File: src/rtl/seg_serializer_if.sv
// seg_serializer_if: groups the display-path handshake and output lanes.
// The master side drives the BCD value, decimal points and trigger. The
// slave side (the serializer) drives the serial lanes and the status.
interface seg_serializer_if #(
  parameter int DIGITS = 6
);
  logic [4*DIGITS-1:0] cnt_in;
  logic [DIGITS-1:0]   dp_in;
  logic                trigger;
  logic [DIGITS-1:0]   seg_data;
  logic                shift_clk;
  logic                latch;
  logic                busy;

  modport master (
    output cnt_in, dp_in, trigger,
    input  seg_data, shift_clk, latch, busy
  );

  modport slave (
    input  cnt_in, dp_in, trigger,
    output seg_data, shift_clk, latch, busy
  );
endinterface

File: src/rtl/seg_serializer.sv
// seg_serializer: 7-segment decode and serialise engine for the counter display.
// A trigger snapshots DIGITS BCD nibbles plus their decimal points. One digit
// is decoded per cycle. The segment words are then shifted MSB first on DIGITS
// parallel lanes, using a divided shift clock, and a latch strobe follows the
// last bit. A trigger that arrives while busy is held in a one-deep pending flag.
//
// Optional build macro SEGSER_LZ_BLANK_EN: leading-zero blanking. When it is
// defined, digits above the most significant non-zero digit have a..g cleared,
// and their dp still follows dp_in. Digit 0 is never blanked. Frame timing is
// the same in both builds.
//
// state    | meaning
// ---------+----------------------------------------------------------------
// S_IDLE   | waiting for trigger or pending; captures cnt_in/dp_in on start
// S_DECODE | one digit per cycle, d=0 upward, into an 8-bit segment word
// S_SHIFT  | SEG_BITS bits per lane, shift_clk low/high for CLK_DIV cycles each
// S_LATCH  | one-cycle latch strobe, lanes and shift_clk forced low
module seg_serializer #(
  parameter int DIGITS   = 6,
  parameter int SEG_BITS = 8,
  parameter int CLK_DIV  = 1
) (
  input  logic             clk,
  input  logic             reset,
  seg_serializer_if.slave  bus
);

  localparam int IW = (DIGITS > 1) ? $clog2(DIGITS) : 1;
  localparam int PW = (CLK_DIV > 1) ? $clog2(CLK_DIV) : 1;
  localparam logic [IW-1:0] DEC_LAST = IW'(DIGITS - 1);
  localparam logic [PW-1:0] PH_LOAD  = PW'(CLK_DIV - 1);
  localparam logic [2:0]    BIT_LOAD = 3'(SEG_BITS - 1);
  localparam logic          DP_EN    = (SEG_BITS == 8);

  typedef enum logic [1:0] {
    S_IDLE,
    S_DECODE,
    S_SHIFT,
    S_LATCH
  } state_t;

  state_t              state_q, state_d;
  logic [4*DIGITS-1:0] snap_cnt_q, snap_cnt_d;
  logic [DIGITS-1:0]   snap_dp_q, snap_dp_d;
  logic [7:0]          word_q [DIGITS];
  logic [7:0]          word_d [DIGITS];
  logic                pend_q, pend_d;
  logic [IW-1:0]       dec_tmr_q, dec_tmr_d;
  logic [PW-1:0]       ph_tmr_q, ph_tmr_d;
  logic [2:0]          bit_q, bit_d;
  logic [DIGITS-1:0]   seg_data_q, seg_data_d;
  logic                shift_clk_q, shift_clk_d;
  logic                latch_q, latch_d;
  logic                busy_q, busy_d;

  logic [DIGITS-1:0]   lz_blank;
  logic [IW-1:0]       dec_idx;
  logic [3:0]          dec_nib;
  logic                dec_dp;
  logic                dec_blank;
  logic [7:0]          dec_word;

  // Standard glyphs for 0-9; any non-BCD value shows a dash.
  function automatic logic [6:0] seg7(input logic [3:0] v);
    logic [6:0] g;
    case (v)
      4'd0:    g = 7'h3F;
      4'd1:    g = 7'h06;
      4'd2:    g = 7'h5B;
      4'd3:    g = 7'h4F;
      4'd4:    g = 7'h66;
      4'd5:    g = 7'h6D;
      4'd6:    g = 7'h7D;
      4'd7:    g = 7'h07;
      4'd8:    g = 7'h7F;
      4'd9:    g = 7'h6F;
      default: g = 7'h40;
    endcase
    return g;
  endfunction

`ifdef SEGSER_LZ_BLANK_EN
  logic zero_run;

  // Mark each digit whose own nibble and all nibbles above it are zero.
  always_comb begin
    lz_blank = '0;
    zero_run = 1'b1;
    for (int d = DIGITS - 1; d >= 1; d--) begin
      zero_run    = zero_run & (snap_cnt_q[4*d +: 4] == 4'h0);
      lz_blank[d] = zero_run;
    end
  end
`else
  // Without blanking, every digit decodes normally.
  always_comb begin
    lz_blank = '0;
  end
`endif

  // Select the digit that the decode timer points at and build its segment word.
  always_comb begin
    dec_idx   = DEC_LAST - dec_tmr_q;
    dec_nib   = 4'h0;
    dec_dp    = 1'b0;
    dec_blank = 1'b0;
    for (int d = 0; d < DIGITS; d++) begin
      if (dec_idx == IW'(d)) begin
        dec_nib   = snap_cnt_q[4*d +: 4];
        dec_dp    = snap_dp_q[d];
        dec_blank = lz_blank[d];
      end
    end
    dec_word = {dec_dp & DP_EN, dec_blank ? 7'h00 : seg7(dec_nib)};
  end

  // Next-state logic for the FSM, the timers and the registered outputs.
  always_comb begin
    state_d     = state_q;
    snap_cnt_d  = snap_cnt_q;
    snap_dp_d   = snap_dp_q;
    for (int d = 0; d < DIGITS; d++) begin
      word_d[d] = word_q[d];
    end
    pend_d      = pend_q;
    dec_tmr_d   = dec_tmr_q;
    ph_tmr_d    = ph_tmr_q;
    bit_d       = bit_q;
    seg_data_d  = seg_data_q;
    shift_clk_d = shift_clk_q;
    latch_d     = 1'b0;

    // A request while busy, including the latch cycle, collapses into one pending start.
    if ((state_q != S_IDLE) && bus.trigger) begin
      pend_d = 1'b1;
    end

    case (state_q)
      S_IDLE: begin
        if (bus.trigger || pend_q) begin
          snap_cnt_d = bus.cnt_in;
          snap_dp_d  = bus.dp_in;
          pend_d     = 1'b0;
          dec_tmr_d  = DEC_LAST;
          state_d    = S_DECODE;
        end
      end

      S_DECODE: begin
        for (int d = 0; d < DIGITS; d++) begin
          if (dec_idx == IW'(d)) begin
            word_d[d] = dec_word;
          end
        end
        if (dec_tmr_q == '0) begin
          // The last digit's word is written this same cycle, so the first bit comes from word_d.
          state_d     = S_SHIFT;
          bit_d       = BIT_LOAD;
          ph_tmr_d    = PH_LOAD;
          shift_clk_d = 1'b0;
          for (int d = 0; d < DIGITS; d++) begin
            seg_data_d[d] = word_d[d][BIT_LOAD];
          end
        end else begin
          dec_tmr_d = dec_tmr_q - 1'b1;
        end
      end

      S_SHIFT: begin
        if (ph_tmr_q != '0) begin
          ph_tmr_d = ph_tmr_q - 1'b1;
        end else begin
          ph_tmr_d = PH_LOAD;
          if (!shift_clk_q) begin
            shift_clk_d = 1'b1;
          end else if (bit_q == '0) begin
            state_d     = S_LATCH;
            shift_clk_d = 1'b0;
            seg_data_d  = '0;
            latch_d     = 1'b1;
          end else begin
            // Data moves only as shift_clk falls, so it is stable across every rising edge.
            bit_d       = bit_q - 3'd1;
            shift_clk_d = 1'b0;
            for (int d = 0; d < DIGITS; d++) begin
              seg_data_d[d] = word_q[d][bit_q - 3'd1];
            end
          end
        end
      end

      S_LATCH: begin
        state_d = S_IDLE;
      end

      default: begin
        state_d = S_IDLE;
      end
    endcase

    busy_d = (state_d != S_IDLE);
  end

  // State and output registers; reset aborts any frame without a latch pulse.
  always_ff @(posedge clk or posedge reset) begin
    if (reset) begin
      state_q     <= S_IDLE;
      snap_cnt_q  <= '0;
      snap_dp_q   <= '0;
      for (int d = 0; d < DIGITS; d++) begin
        word_q[d] <= '0;
      end
      pend_q      <= 1'b0;
      dec_tmr_q   <= '0;
      ph_tmr_q    <= '0;
      bit_q       <= '0;
      seg_data_q  <= '0;
      shift_clk_q <= 1'b0;
      latch_q     <= 1'b0;
      busy_q      <= 1'b0;
    end else begin
      state_q     <= state_d;
      snap_cnt_q  <= snap_cnt_d;
      snap_dp_q   <= snap_dp_d;
      for (int d = 0; d < DIGITS; d++) begin
        word_q[d] <= word_d[d];
      end
      pend_q      <= pend_d;
      dec_tmr_q   <= dec_tmr_d;
      ph_tmr_q    <= ph_tmr_d;
      bit_q       <= bit_d;
      seg_data_q  <= seg_data_d;
      shift_clk_q <= shift_clk_d;
      latch_q     <= latch_d;
      busy_q      <= busy_d;
    end
  end

  assign bus.seg_data  = seg_data_q;
  assign bus.shift_clk = shift_clk_q;
  assign bus.latch     = latch_q;
  assign bus.busy      = busy_q;

endmodule
File: src/flat_wrapper.sv
// flat-port wrapper written by rule: the top's interface ports become plain ports
module seg_serializer_flat 
#(
  parameter int DIGITS   = 6,
  parameter int SEG_BITS = 8,
  parameter int CLK_DIV  = 1
)
  (clk, reset, bus_cnt_in, bus_dp_in, bus_trigger, bus_seg_data, bus_shift_clk, bus_latch, bus_busy);
  seg_serializer_if #(.DIGITS(DIGITS)) bus_i ();
  input  logic clk;
  input  logic reset;
  input wire logic [$bits(bus_i.cnt_in)-1:0] bus_cnt_in;
  input wire logic [$bits(bus_i.dp_in)-1:0] bus_dp_in;
  input wire logic [$bits(bus_i.trigger)-1:0] bus_trigger;
  output wire logic [$bits(bus_i.seg_data)-1:0] bus_seg_data;
  output wire logic [$bits(bus_i.shift_clk)-1:0] bus_shift_clk;
  output wire logic [$bits(bus_i.latch)-1:0] bus_latch;
  output wire logic [$bits(bus_i.busy)-1:0] bus_busy;
  assign bus_i.cnt_in = bus_cnt_in;
  assign bus_i.dp_in = bus_dp_in;
  assign bus_i.trigger = bus_trigger;
  assign bus_seg_data = bus_i.seg_data;
  assign bus_shift_clk = bus_i.shift_clk;
  assign bus_latch = bus_i.latch;
  assign bus_busy = bus_i.busy;
  seg_serializer #(.DIGITS(DIGITS), .SEG_BITS(SEG_BITS), .CLK_DIV(CLK_DIV)) u_core (.clk(clk), .reset(reset), .bus(bus_i));
endmodule
File: config.mk
export PLATFORM = sky130hd
export DESIGN_NAME = seg_serializer_flat
export DESIGN_NICKNAME = d
export VERILOG_FILES = /design/src/rtl/seg_serializer_if.sv /design/src/rtl/seg_serializer.sv /design/src/flat_wrapper.sv
export SDC_FILE = /design/constraint.sdc
export NUM_CORES = 1
export LEC_CHECK = 0
export CAP_MARGIN = 10
export CORE_MARGIN = 4
export CORE_UTILIZATION = 43
export DETAILED_ROUTE_END_ITERATION = 16
export GPL_ROUTABILITY_DRIVEN = 1
export RECOVER_POWER = 25
export SLEW_MARGIN = 20
export SYNTH_ARGS = -nofsm -noshare
export SYNTH_HDL_FRONTEND = slang
export SYNTH_SLANG_ARGS = --single-unit
File: constraint.sdc
create_clock -name clk -period 7.15 [get_ports clk]
set_input_delay 0.715 -clock clk [delete_from_list [all_inputs] [get_ports clk]]
set_output_delay 0.715 -clock clk [all_outputs]
set_load 0.1 [all_outputs]
==> results of run 1 <==
## per-layer routing
layer / vias to the layer above / share of wire (%) / track usage, %
met4: 0 / 2.4 / 7.72
li1: 1714 / - / -
met2: 54 / 47 / 28.5
met1: 1832 / 48 / 26.7
met5: - / 0 / 0
met3: 17 / 2.8 / 3.75
## worst max-delay path, stage by stage, from the launching register on
cell       delay [ps]
dfrtp_1           480
inv_1             130
ha_1              660
a21oi_1           160
a2111oi_1         770
a2111oi_2         170
inv_1             170
ha_1              200
nor4b_1           460
o31ai_4           150
a22o_1            240
## cells in the mapped netlist (3+ instances only)
cell / number / area [um2]
o31ai_1: 10 / 75.1
a21oi_2: 3 / 26.3
a31oi_1: 6 / 37.5
nand3b_1: 6 / 45.0
o21ai_1: 3 / 15.0
nor3_1: 5 / 25.0
a21oi_1: 21 / 105
nor2b_1: 3 / 18.8
o22ai_1: 3 / 18.8
nor2_1: 22 / 82.6
nand3_1: 7 / 35.0
a211oi_1: 5 / 37.5
dfrtp_1: 96 / 2400
mux2_2: 56 / 631
mux2i_1: 15 / 150
nand2_1: 44 / 165
clkbuf_1: 18 / 67.6
and3_1: 5 / 31.3
buf_2: 9 / 45.0
o21ai_0: 25 / 125
and2_1: 4 / 25.0
mux4_2: 12 / 270
a22o_1: 7 / 61.3
inv_1: 17 / 63.8
ha_1: 12 / 150
## stage by stage
step	power, W	util [%]
6_report	0.00173	51.2
5_1_grt	0.00183	51.2
4_1_cts	0.00175	51.3
3_5_place_dp	0.00123	48.5
3_3_place_gp	0.00122	48.5
2_1_floorplan	0.00110	-
## placed cells by master (no fill, tap or decap), types with 3 or more instances in the layout
master,synthesis,routed
clkbuf_16,0,9
nand2_1,44,44
nand3_1,7,7
a21oi_2,3,3
ha_1,12,12
o21ai_1,3,3
a31oi_1,6,6
a21oi_1,21,21
a211oi_1,5,5
buf_4,1,3
a22o_1,7,7
and2_1,4,4
o31ai_1,10,10
nor2b_1,3,3
nor2_1,22,22
o22ai_1,3,3
mux2i_1,15,15
o21ai_0,25,25
clkdlybuf4s50_1,0,39
and3_1,5,5
nand3b_1,6,6
mux4_2,12,12
nor3_1,5,5
dfrtp_1,96,96
inv_1,17,16
mux2_2,56,56
clkbuf_8,0,3
## state kept, by name, indices dropped and copies added, names as in the netlist
| signal | count |
|---|---|
| u_core.word_q | 48 |
| u_core.bus.busy | 1 |
| u_core.bus.seg_data | 6 |
| u_core.snap_dp_q | 6 |
| u_core.state_q | 2 |
| u_core.bus.shift_clk | 1 |
| u_core.bit_q | 3 |
| u_core.dec_tmr_q | 3 |
| u_core.snap_cnt_q | 24 |
| u_core.bus.latch | 1 |
| u_core.pend_q | 1 |
## cell type report
type                    instances  share of cell area [%]
well taps                     143                    3.02
flip-flops and latches         96                    40.6
clock buffers                  12                    4.50
repair buffers                 45                    7.37
multi-input cells             310                    42.6
inverters                      17                    1.10
clock inverters                 4                   0.866
## logic make-up after synthesis
logic type / share of synthesized area (%)
AO/OA/AOI/OAI: 15.3
AND/OR/NAND/NOR: 9.79
flip-flops: 46.9
multiplexers: 20.5
buffers and inverters: 3.95
adder cells (fa/ha/maj): 2.93
XOR/XNOR: 0.659
## report_power, final
group	leakage [nW]	switching, W	internal [W]
clock	0.155	0.000212	0.000300
combinational	1.24	0.000226	0.000226
sequential	1.14	0.0000914	0.000676
## worst paths after layout
check	cells after the start	start	slack [ps]	to
max in group asynchronous	3	reset	4570	u_core.word_q[37]$_DFFE_PP0P_
max reg2reg	10	u_core.dec_tmr_q[1]$_DFFE_PP0P_	3430	u_core.word_q[32]$_DFFE_PP0P_
max	10	u_core.dec_tmr_q[1]$_DFFE_PP0P_	3430	u_core.word_q[32]$_DFFE_PP0P_
min reg2reg	2	u_core.bus.seg_data[3]$_DFFE_PP0P_	480	u_core.bus.seg_data[3]$_DFFE_PP0P_
min	2	u_core.bus.seg_data[3]$_DFFE_PP0P_	480	u_core.bus.seg_data[3]$_DFFE_PP0P_
min in group asynchronous	2	reset	1140	u_core.pend_q$_DFF_PP0_
==> results.py, run 1 <==
metrics = {
    "grt": {
        "grt_usage_pct": 18.9,
        "grt.overflow.total": 0,
        "grt_max_degree": 65,
        "antenna_found_initial": 0,
        "grt_pass1_wl_um": 19800,
        "grt_pass1_vias": 3652,
    },
    "synthesis": {
        "ys_warn_count": 0,
        "synth-seq-area-share_pct": 46.9,
        "synthFlopType": "dfrtp_1",
        "ys_ff_latch": 96,
        "syn_area_um2": 5130,
        "synthDistinctLibCells": 56,
        "synthCells": 454,
        "syn_nets": 499,
        "avgSynthCellArea_um2": 11.3,
        "synth_async_sr_flop_share_pct": 100,
        "synth_edf_count": 0,
    },
    "die": {
        "row_count": 39,
        "die_x_um": 117,
        "fp.coreArea_um2": 11600,
        "die_h_um": 117,
        "initial_core_util_pct": 44.3,
        "die-area_um2": 13700,
        "ios": 42,
    },
    "setup_path": {
        "required_ps": 7390,
        "cp_max_fo": 22,
        "cp-start-kind": "flop",
        "critical_path_arrival_ps": 3960,
        "end_kind": "flop",
        "crit_type": "flop to flop",
    },
    "placed_design": {
        "place.gp.congestion": 0.863,
        "dpl_cell_area_um2": 5610,
        "post-place-ws_ps": 3510,
        "portBuffers": 41,
        "dpl.cell_count": 611,
        "dpl.hpwl_um": 8320,
    },
    "final_layout": {
        "multiInputGateArea_um2": 2520,
        "instances_no_fill": 627,
        "seqCellArea_um2": 2400,
        "syn_to_final_growth_pct": 15.5,
        "drive_above_1_share_pct": 21.3,
        "diodes": 0,
        "n_fill_cell": 1038,
        "nets": 524,
        "fin_area_um2": 5920,
    },
    "clock_network": {
        "cts_sinks": 96,
        "cts_buffer_depth": 2,
        "cts_hold_buf": 0,
        "clock_latency_ps": 360,
        "ctsResizeCount": 0,
        "cts_root_buffer": "clkbuf_16",
        "cts_tree": "yes",
        "h-tree-depth": 3,
        "numCtsBuffers": 9,
        "clk_pin_slew_worst_paths_ps": 70,
        "cts_setup_buffers": 0,
    },
    "timing": {
        "fin_ws_ps": 3430,
        "tns_ps": 0,
        "worstMarginPinSlew_ps": 1650,
        "hold_viol_final": 0,
        "max_clock_freq_mhz": 269,
        "whs_ps": 477,
        "skew_ps": 6.99,
        "min_period_ps": 3720,
        "min_period_over_period_pct": 52.0,
        "slew_headroom_pct": -10.0,
        "rsz0062_at_grt": "no",
        "finalSetupViolCount": 0,
        "drv_slew": 32,
    },
    "drt": {
        "drt-total-wl_um": 11800,
        "wl_per_cell_um": 18.8,
        "drt_iter0_drc": 265,
        "viasPerCell": 5.77,
        "ant_nets": 0,
        "drt_pass1_iterations": 4,
        "vias": 3617,
        "drcViolationCount": 0,
    },
    "power_and_ir_drop": {
        "leakagePower_nw": 2.54,
        "ir_worst_vdd_mv": 0.142,
        "power.density_nw_per_um2": 292,
    },
    "run_status": {
        "status": "complete, but fails checks",
        "violations": "max-capacitance violations, max-slew violations",
    },
    "run": {
        "cap_violations": 2,
    },
    "hold_path": {
        "hold_class": "flop to flop",
    },
}
(Power assumes the default switching activity.)
==> inputs of run 2 (changes only) <==
- clock period: 7.15 -> 3 ns (I/O delays scaled with it)
==> run 2 against run 1 <==
The flow still finishes with violations (max-capacitance violations, max-slew violations). Clock skew grew 2.5 ps. Fmax grew 31%. Highest routed layer unchanged. Sequential share of layout area shrank 1.4 points. Via count grew 2.1%.
==> results.py, run 2 (synthesis results as in run 1) <==
metrics = {
    "drt": {
        "drcViolationCount": 0,
        "wl_per_cell_um": 18.2,
        "viasPerCell": 5.69,
        "drt_pass1_iterations": 5,
        "vias": 3692,
        "ant_nets": 0,
        "drt_iter0_drc": 323,
        "drt-total-wl_um": 11800,
    },
    "power_and_ir_drop": {
        "leakagePower_nw": 2.67,
        "ir_worst_vdd_mv": 0.311,
        "power.density_nw_per_um2": 690,
    },
    "die": {
        "row_count": 39,
        "initial_core_util_pct": 44.3,
        "die_x_um": 117,
        "fp.coreArea_um2": 11600,
        "ios": 42,
        "die_h_um": 117,
        "die-area_um2": 13700,
    },
    "grt": {
        "grt_pass1_wl_um": 19700,
        "antenna_found_initial": 0,
        "grt_usage_pct": 18.8,
        "grt_pass1_vias": 3791,
        "grt.overflow.total": 0,
        "grt_max_degree": 50,
    },
    "timing": {
        "hold_viol_final": 0,
        "max_clock_freq_mhz": 352,
        "skew_ps": 9.45,
        "drv_slew": 48,
        "min_period_over_period_pct": 94.7,
        "slew_headroom_pct": -25.6,
        "worstMarginPinSlew_ps": 1880,
        "tns_ps": 0,
        "whs_ps": 474,
        "min_period_ps": 2840,
        "finalSetupViolCount": 0,
    },
    "run": {
        "cap_violations": 1,
    },
    "placed_design": {
        "dpl.hpwl_um": 8800,
        "dpl_cell_area_um2": 5780,
        "portBuffers": 41,
        "place.gp.congestion": 0.844,
    },
    "final_layout": {
        "multiInputGateArea_um2": 2580,
        "diodes": 0,
        "largest_reg_flops": 48,
        "post-route-util_pct": 53.0,
        "nets": 546,
        "seqCellArea_um2": 2400,
        "drive_above_1_share_pct": 26.5,
        "final_common_cell": "dfrtp_1",
        "n_fill_cell": 1041,
        "layout_common_cells": "96 x dfrtp_1, 56 x mux2_2, 44 x nand2_1, 33 x clkdlybuf4s50_1, 30 x buf_4",
        "syn_to_final_growth_pct": 19.6,
        "fin_area_um2": 6130,
        "regMostFlops": "u_core.word_q",
        "top_regs": "u_core.word_q (48), u_core.snap_cnt_q (24)",
    },
    "hold_path": {
        "hold_class": "flop to flop",
        "hold_start": "u_core.word_q[0]$_DFFE_PP0P_",
        "whs_endpoint": "u_core.word_q[0]$_DFFE_PP0P_",
        "worstHoldPathCells": 2,
    },
    "setup_path": {
        "end_kind": "flop",
        "required_ps": 3290,
        "slowest_stage": "a2111oi_4",
        "r2r_slack_ps": 160,
        "reg2reg_depth": 14,
        "crit_chain": "inv_1 > ha_2 > nand3b_1 > a2111oi_4 > a311oi_2 > nand2_1 > o21a_1 > inv_1 > ha_1 > o21ai_0 > nand2_1 > a41o_1 > o31ai_4 > a22o_1",
        "max_stage_delay_ps": 430,
        "critical_path_arrival_ps": 3130,
        "rr_endpoint": "u_core.word_q[40]$_DFFE_PP0P_",
        "r2r-start": "u_core.dec_tmr_q[1]$_DFFE_PP0P_",
        "crit_type": "flop to flop",
        "cp_max_fo": 5,
        "cp-start-kind": "flop",
    },
    "clock_network": {
        "cts_tree": "yes",
        "cts_buffer_depth": 2,
        "numCtsBuffers": 9,
        "h-tree-depth": 3,
        "cts_root_buffer": "clkbuf_16",
        "clock_latency_ps": 350,
        "clk_pin_slew_worst_paths_ps": 70,
        "cts_sinks": 96,
        "cts_setup_buffers": 0,
        "cts_hold_buf": 0,
    },
    "run_status": {
        "violations": "max-capacitance violations, max-slew violations",
        "status": "complete, but fails checks",
    },
}
run 2: cell count changes in the layout (fill, tap and decap cells not counted), moves of 2 or more:
cell	change
clkdlybuf4s50_1	-6
ha_1	-2
buf_4	+27
a2111oi_4	+2
run 2: through the flow:
step	setup slack, ps	cells	power, W
after floorplan	7.64	454	0.00262
after global placement	110	633	0.00301
after detailed placement	-39.0	633	0.00304
after CTS	52.7	649	0.00425
after global routing	-4.30	649	0.00447
final	158	649	0.00423
run 2: cell type report:
class | count | area share (%)
Sequential cell | 96 | 39.2
Clock buffer | 11 | 4.12
Multi-Input combinational cell | 310 | 42.1
Inverter | 17 | 1.04
Timing Repair Buffer | 67 | 9.67
Clock inverter | 5 | 1.02
Tap cell | 143 | 2.92
run 2: report_power, final:
| group | internal, W | switching [W] | total (W) |
|---|---|---|---|
| clock network | 0.000696 | 0.000500 | 0.00120 |
| logic | 0.000634 | 0.000563 | 0.00120 |
| registers | 0.00161 | 0.000228 | 0.00184 |
| total | 0.00294 | 0.00129 | 0.00423 |
run 2: worst max path at each step:
stage	from	to	slack, ps
floorplan	u_core.dec_tmr_q[1]$_DFFE_PP0P_	u_core.word_q[35]$_DFFE_PP0P_	8
global placement	u_core.dec_tmr_q[0]$_DFFE_PP0P_	u_core.word_q[35]$_DFFE_PP0P_	110
detailed placement	u_core.dec_tmr_q[0]$_DFFE_PP0P_	u_core.word_q[11]$_DFFE_PP0P_	-40
CTS	u_core.dec_tmr_q[0]$_DFFE_PP0P_	u_core.word_q[11]$_DFFE_PP0P_	50
global route	u_core.dec_tmr_q[1]$_DFFE_PP0P_	u_core.word_q[11]$_DFFE_PP0P_	-4
finish	u_core.dec_tmr_q[1]$_DFFE_PP0P_	u_core.word_q[40]$_DFFE_PP0P_	160
run 2: layer usage:
metal	routed length [um]	part of all wire (%)	GRT usage (%)
met1	5540	47	25.9
met3	411	3.5	3.08
met4	204	1.7	7.03
met5	0	0	0
met2	5630	48	29.9
run 2: timing repair:
item | CTS | global route
pin swaps | 0 | 1
endpoints found under the hold margin | 0 | 0
resized for setup | 2 | 4
endpoints found under the setup margin | 7 | 24
run 2: worst max-delay path: cells and delay by family (launching register included):
family / cells / cell delay (ps)
AOI/OAI and AO/OA: 7 / 1440
adders and majority gates: 2 / 470
buffers and inverters: 2 / 180
DFF: 1 / 410
and+or+nand+nor: 3 / 300
